$ cat src/rtl/blink_pkg.sv
// Shared encodings for the multi-channel blink generator.
// Mode 3 is reserved and decodes as blink everywhere it is tested.
package blink_pkg;

    localparam logic [1:0] MODE_OFF    = 2'd0;
    localparam logic [1:0] MODE_STEADY = 2'd1;
    localparam logic [1:0] MODE_BLINK  = 2'd2;

    localparam logic [1:0] S_OFF    = 2'd0;
    localparam logic [1:0] S_STEADY = 2'd1;
    localparam logic [1:0] S_ON     = 2'd2;
    localparam logic [1:0] S_OFF_PH = 2'd3;

    // Visible states drive blink_on high.
    function automatic logic state_visible(input logic [1:0] st);
        return (st == S_STEADY) || (st == S_ON);
    endfunction

endpackage

$ cat src/rtl/blink_channel.sv
// One blink channel: mode FSM, phase counter and single-cycle toggle pulse.
// Advances only on the shared tick_edge strobe from the top level.
module blink_channel
    import blink_pkg::*;
#(
    parameter int CNT_BITS = 6
) (
    input  logic                clk,
    input  logic                reset_n,
    input  logic                tick_edge,
    input  logic [1:0]          mode,
    input  logic [CNT_BITS-1:0] on_len,
    input  logic [CNT_BITS-1:0] off_len,
    input  logic                restart,
    output logic                blink_on,
    output logic                toggle
);

    logic [1:0]          state_q, state_d;
    logic [CNT_BITS-1:0] cnt_q, cnt_d;
    logic                blink_on_q, blink_on_d;
    logic                toggle_q, toggle_d;

    logic [CNT_BITS-1:0] on_last, off_last, cur_last;

    // A zero length behaves as one tick, so the last count index is 0.
    assign on_last  = (on_len  == '0) ? '0 : on_len  - CNT_BITS'(1);
    assign off_last = (off_len == '0) ? '0 : off_len - CNT_BITS'(1);
    assign cur_last = (state_q == S_ON) ? on_last : off_last;

    always_comb begin
        state_d  = state_q;
        cnt_d    = cnt_q;
        toggle_d = 1'b0;
        case (mode)
            MODE_OFF: begin
                state_d = S_OFF;
                cnt_d   = '0;
            end
            MODE_STEADY: begin
                state_d = S_STEADY;
                cnt_d   = '0;
            end
            default: begin
                if (state_q == S_OFF || state_q == S_STEADY || restart) begin
                    // Restart swallows a coincident tick edge on purpose.
                    state_d = S_ON;
                    cnt_d   = '0;
                end else if (tick_edge) begin
                    // >= lets a shortened length expire now instead of wrapping.
                    if (cnt_q >= cur_last) begin
                        state_d  = (state_q == S_ON) ? S_OFF_PH : S_ON;
                        cnt_d    = '0;
                        toggle_d = 1'b1;
                    end else begin
                        cnt_d = cnt_q + CNT_BITS'(1);
                    end
                end
            end
        endcase
        blink_on_d = state_visible(state_d);
    end

    always_ff @(posedge clk or negedge reset_n) begin
        if (!reset_n) begin
            state_q    <= S_OFF;
            cnt_q      <= '0;
            blink_on_q <= 1'b0;
            toggle_q   <= 1'b0;
        end else begin
            state_q    <= state_d;
            cnt_q      <= cnt_d;
            blink_on_q <= blink_on_d;
            toggle_q   <= toggle_d;
        end
    end

    assign blink_on = blink_on_q;
    assign toggle   = toggle_q;

endmodule

$ cat src/rtl/blink_generator.sv
// Multi-channel blink generator driven by the vblank tick level.
// Define BLINK_TICK_SYNC_EN to add a 2-flop tick synchroniser (latency 3 cycles).
module blink_generator
    import blink_pkg::*;
#(
    parameter int CHANNELS = 2,
    parameter int CNT_BITS = 6
) (
    input  logic                         clk,
    input  logic                         reset_n,
    input  logic                         tick,
    input  logic [2*CHANNELS-1:0]        mode,
    input  logic [CNT_BITS*CHANNELS-1:0] on_len,
    input  logic [CNT_BITS*CHANNELS-1:0] off_len,
    input  logic [CHANNELS-1:0]          reset_count,
    output logic [CHANNELS-1:0]          blink_on,
    output logic [CHANNELS-1:0]          toggle
);

    logic tick_s;
    logic tick_q;
    logic tick_edge;

`ifdef BLINK_TICK_SYNC_EN
    logic sync1_q, sync2_q;

    always_ff @(posedge clk or negedge reset_n) begin
        if (!reset_n) begin
            sync1_q <= 1'b0;
            sync2_q <= 1'b0;
        end else begin
            sync1_q <= tick;
            sync2_q <= sync1_q;
        end
    end

    assign tick_s = sync2_q;
`else
    assign tick_s = tick;
`endif

    // Cleared on reset so a tick already high after release counts once.
    always_ff @(posedge clk or negedge reset_n) begin
        if (!reset_n) tick_q <= 1'b0;
        else          tick_q <= tick_s;
    end

    assign tick_edge = tick_s & ~tick_q;

    for (genvar g = 0; g < CHANNELS; g++) begin : g_ch
        blink_channel #(
            .CNT_BITS (CNT_BITS)
        ) u_ch (
            .clk       (clk),
            .reset_n   (reset_n),
            .tick_edge (tick_edge),
            .mode      (mode[g*2 +: 2]),
            .on_len    (on_len[g*CNT_BITS +: CNT_BITS]),
            .off_len   (off_len[g*CNT_BITS +: CNT_BITS]),
            .restart   (reset_count[g]),
            .blink_on  (blink_on[g]),
            .toggle    (toggle[g])
        );
    end

endmodule

$ cat config.mk
export PLATFORM = sky130hd
export DESIGN_NAME = blink_generator
export DESIGN_NICKNAME = d
export VERILOG_FILES = /design/src/rtl/blink_pkg.sv /design/src/rtl/blink_channel.sv /design/src/rtl/blink_generator.sv
export SDC_FILE = /design/constraint.sdc
export NUM_CORES = 1
export LEC_CHECK = 0
export BUFFER_PORTS_ARGS = -buffer_cell sky130_fd_sc_hd__buf_2
export CAP_MARGIN = 40
export CELL_PAD_IN_SITES_DETAIL_PLACEMENT = 1
export CELL_PAD_IN_SITES_GLOBAL_PLACEMENT = 1
export CORE_ASPECT_RATIO = 0.7
export CORE_MARGIN = 4
export CORE_UTILIZATION = 30
export DETAILED_ROUTE_END_ITERATION = 16
export GPL_TIMING_DRIVEN = 0
export PLACE_DENSITY = 0.71
export SETUP_SLACK_MARGIN = 0.02
export SYNTH_ARGS = -nofsm -noshare
export SYNTH_HDL_FRONTEND = slang
export SYNTH_SLANG_ARGS = --single-unit
$ cat constraint.sdc
create_clock -name clk -period 3.4 [get_ports clk]
set_clock_uncertainty 0.1 [all_clocks]
set_input_delay 0.51 -clock clk [delete_from_list [all_inputs] [get_ports clk]]
set_output_delay 0.51 -clock clk [all_outputs]
set_load 0.01 [all_outputs]
==> metrics.md <==
| Metric | Value |
|---|---|
| Crit path capture type | `flop` |
| Max-Cap Viols | `0` |
| ANT nets after route | `0` |
| Syn Nets | `271` |
| FF-to-FF setup slack | `0.64 ns` |
| # IOs | `37` |
| Cell Area, Placed | `0.00214 sq mm` |
| Final WS setup | `0.532 ns` |
| Die H | `74.0 um` |
| Clock Latency Late Sink | `0.27 ns` |
| Root Buffer | `clkbuf_8` |
| Antenna violations before repair | `0` |
| Critical path data required time | `3.47 ns` |
| Post-Syn Instances | `216` |
| Max layer used | `met4` |
| I/O Buffers | `36` |
| Total GRT Usage | `13.0%` |
| Sequential share of the synthesized area | `28.1%` |
| Vias | `1651` |
| Peak VDD IR | `0.000113 V` |
| Design area | `0.00219 sq mm` |
| Setup TNS | `0 ns` |
| Minimum clock period | `2.87 ns` |
| Largest net degree at the start of global routing | `22` |
| Share of layout cells above drive strength 1 | `25.4%` |
| Ys Warns | `0` |
| H-tree Lvls | `1` |
| Die area | `0.00758 sq mm` |
| Synth area leaders | `dfrtp_1, ha_1, o311ai_2` |
| Initial Utilization | `31.8%` |
| Pre-CTS setup slack | `0.274 ns` |
| Ant. Diodes | `0` |
| Status | `complete, no violations` |
| HPWL Detailed | `3.91 mm` |
| Met2 wire len | `1.94 mm` |
| Met3 WL | `185 um` |
| Relative slew slack | `55.0%` |
| Critical path type | `in2reg` |
| Worst-Margin Slew | `0.668 ns` |
| Pwr/cell area | `267 mW/mm^2` |
| Synth Cell Area | `0.00187 sq mm` |
| Async set-or-reset flop fraction in the synthesized netlist | `100%` |
| WL/cell | `14.1 um` |
| Via density | `4.99` |
| Met1 wire length | `2.50 mm` |
| Final hold vios | `0` |
| Max frequency | `349 MHz` |
| Layout area overhead | `17.1%` |
| Vias in the first global route | `1674` |
| CP Data Arrival Time | `2.94 ns` |
| DR pass1 iterations | `4` |
| Post-synthesis cell type count | `38` |
| Yosys top cell by area | `dfrtp_1` |
| CP max FO | `5` |
| Setup Viol. Count Final | `0` |
| Startpoint types | `input pin` |
| Drt total wl | `4.65 mm` |
| Rows | `23` |
| # hold bufs at CTS | `0` |
| Final core utilization | `37.3%` |
| Chip Width | `102 um` |
| Clock Pin Slew Worst Setup and Hold Paths | `0.08 ns` |
| Seq cells post-synth | `21` |
| Fin nets | `312` |
| Gpl congestion | `0.785` |
| Static leakage | `0.995 nW` |
| Core Region | `0.00587 sq mm` |
| Num CTS Buffers | `3` |
| Drt initial violations | `45` |
| RSZ-0062 raised after global routing | `no` |
| Area share of the largest cell type after synthesis | `28.1%` |
| Commonest cells in the netlist | `ha_1, nand2_1, dfrtp_1, inv_1, nor2_1` |
| EDFF count, synth | `0` |
| # DRC | `0` |
| Avg Cell Area, Syn | `8.65 sq um` |
| Fin. max-slew vios | `0` |
| HP Class | `in2async` |
| Total gr overflow | `0` |
| CTS tree | `built` |
| Clk buf depth | `2` |
| Tcrit/Tclk final | `84.4%` |
| Post-CTS resize count | `0` |
| Post-CTS Setup Bufs | `0` |
| Most used DFF post-synth | `dfrtp_1` |
| Clk sinks | `21` |
| Wire length of the first global-routing pass | `7.77 mm` |
[critical path, stage by stage]
cell	delay, ns
buf_2	0.10
or3_1	0.40
o21ai_1	0.35
o22ai_1	0.15
ha_1	0.28
nand2b_1	0.14
a21o_1	0.23
a211oi_4	0.32
nand2_2	0.16
o311ai_2	0.29
[cells in the final DEF (no fill, tap or decap), types with 2 or more instances in the layout]
master and count:
a211oi_4 2, a21o_1 2, a21oi_1 12, buf_2 37, buf_4 4, clkbuf_1 3
clkbuf_8 3, dfrtp_1 21, ha_1 22, inv_1 19, nand2_1 22, nand2_2 2
nand2b_1 5, nand3_1 14, nand3b_1 2, nand4_1 2, nor2_1 17, nor2b_1 2
nor3_1 8, o21ai_0 3, o21ai_1 2, o21ai_2 2, o221a_2 2, o221ai_1 2
o22a_1 9, o22ai_1 3, o311ai_2 6, or2_2 2, or3_1 2, or4_1 2
xnor2_1 9, xor2_1 5
[power by group]
part	internal, mW	leakage, nW	switching [mW]
sequential	0.255	0.277	0.00295
combinational	0.0673	0.693	0.0873
clock	0.0821	0.0255	0.0905
[stage by stage]
step / power [mW] / instances / hold slack (ns)
CTS: 0.597 / 331 / 0.103
global placement: 0.414 / 327 / 0.393
detailed placement: 0.419 / 327 / 0.403
finish: 0.585 / 331 / 0.0899
global route: 0.629 / 331 / 0.117
floorplan: 0.359 / 216 / 0.114
[state kept, by name, summed over array words and instances, names as in the netlist]
register and flops:
g_ch.u_ch.toggle 2, g_ch.u_ch.state_q 4, tick_q 1, g_ch.u_ch.blink_on 2
g_ch.u_ch.cnt_q 12
[path summary, 6_finish.rpt]
path | from | endpoint | cells after the start
max in group asynchronous | reset_n | g_ch[0].u_ch.cnt_q[0] | 1
setup / recovery | on_len[4] | g_ch[0].u_ch.cnt_q[3] | 10
setup reg to reg | g_ch[1].u_ch.state_q[0] | g_ch[1].u_ch.cnt_q[4] | 8
hold / removal | reset_n | g_ch[1].u_ch.cnt_q[5] | 1
min in group clk | tick | tick_q | 1
hold reg to reg | g_ch[1].u_ch.cnt_q[5] | g_ch[1].u_ch.cnt_q[5] | 1
[kinds of logic after synthesis]
logic type / after synthesis / synth area share [%]
and+or+nand+nor: 82 / 21.2
AOI/OAI and AO/OA: 49 / 22.9
buffers and inverters: 28 / 6.49
adders and majority gates: 22 / 14.7
DFF: 21 / 28.1
xor gates and xnor gates: 14 / 6.56
[cell type report]
class	instances	area (sq um)
repair buffers	36	180
flip-flops and latches	21	526
multi-input cells	167	1220
fillers	737	3680
plain buffers	8	46.3
clock buffers	3	41.3
inverters	20	75.1
clock inverters	1	5.00
well taps	75	93.8
[routing by layer]
metal  track usage, %  vias to the layer above
met1             19.2                      780
met3             2.91                        5
met4             2.62                        0
met5                0                        -
li1                 -                      846
met2             19.5                       20
No activity file was read; power rests on OpenSTA's default activity.
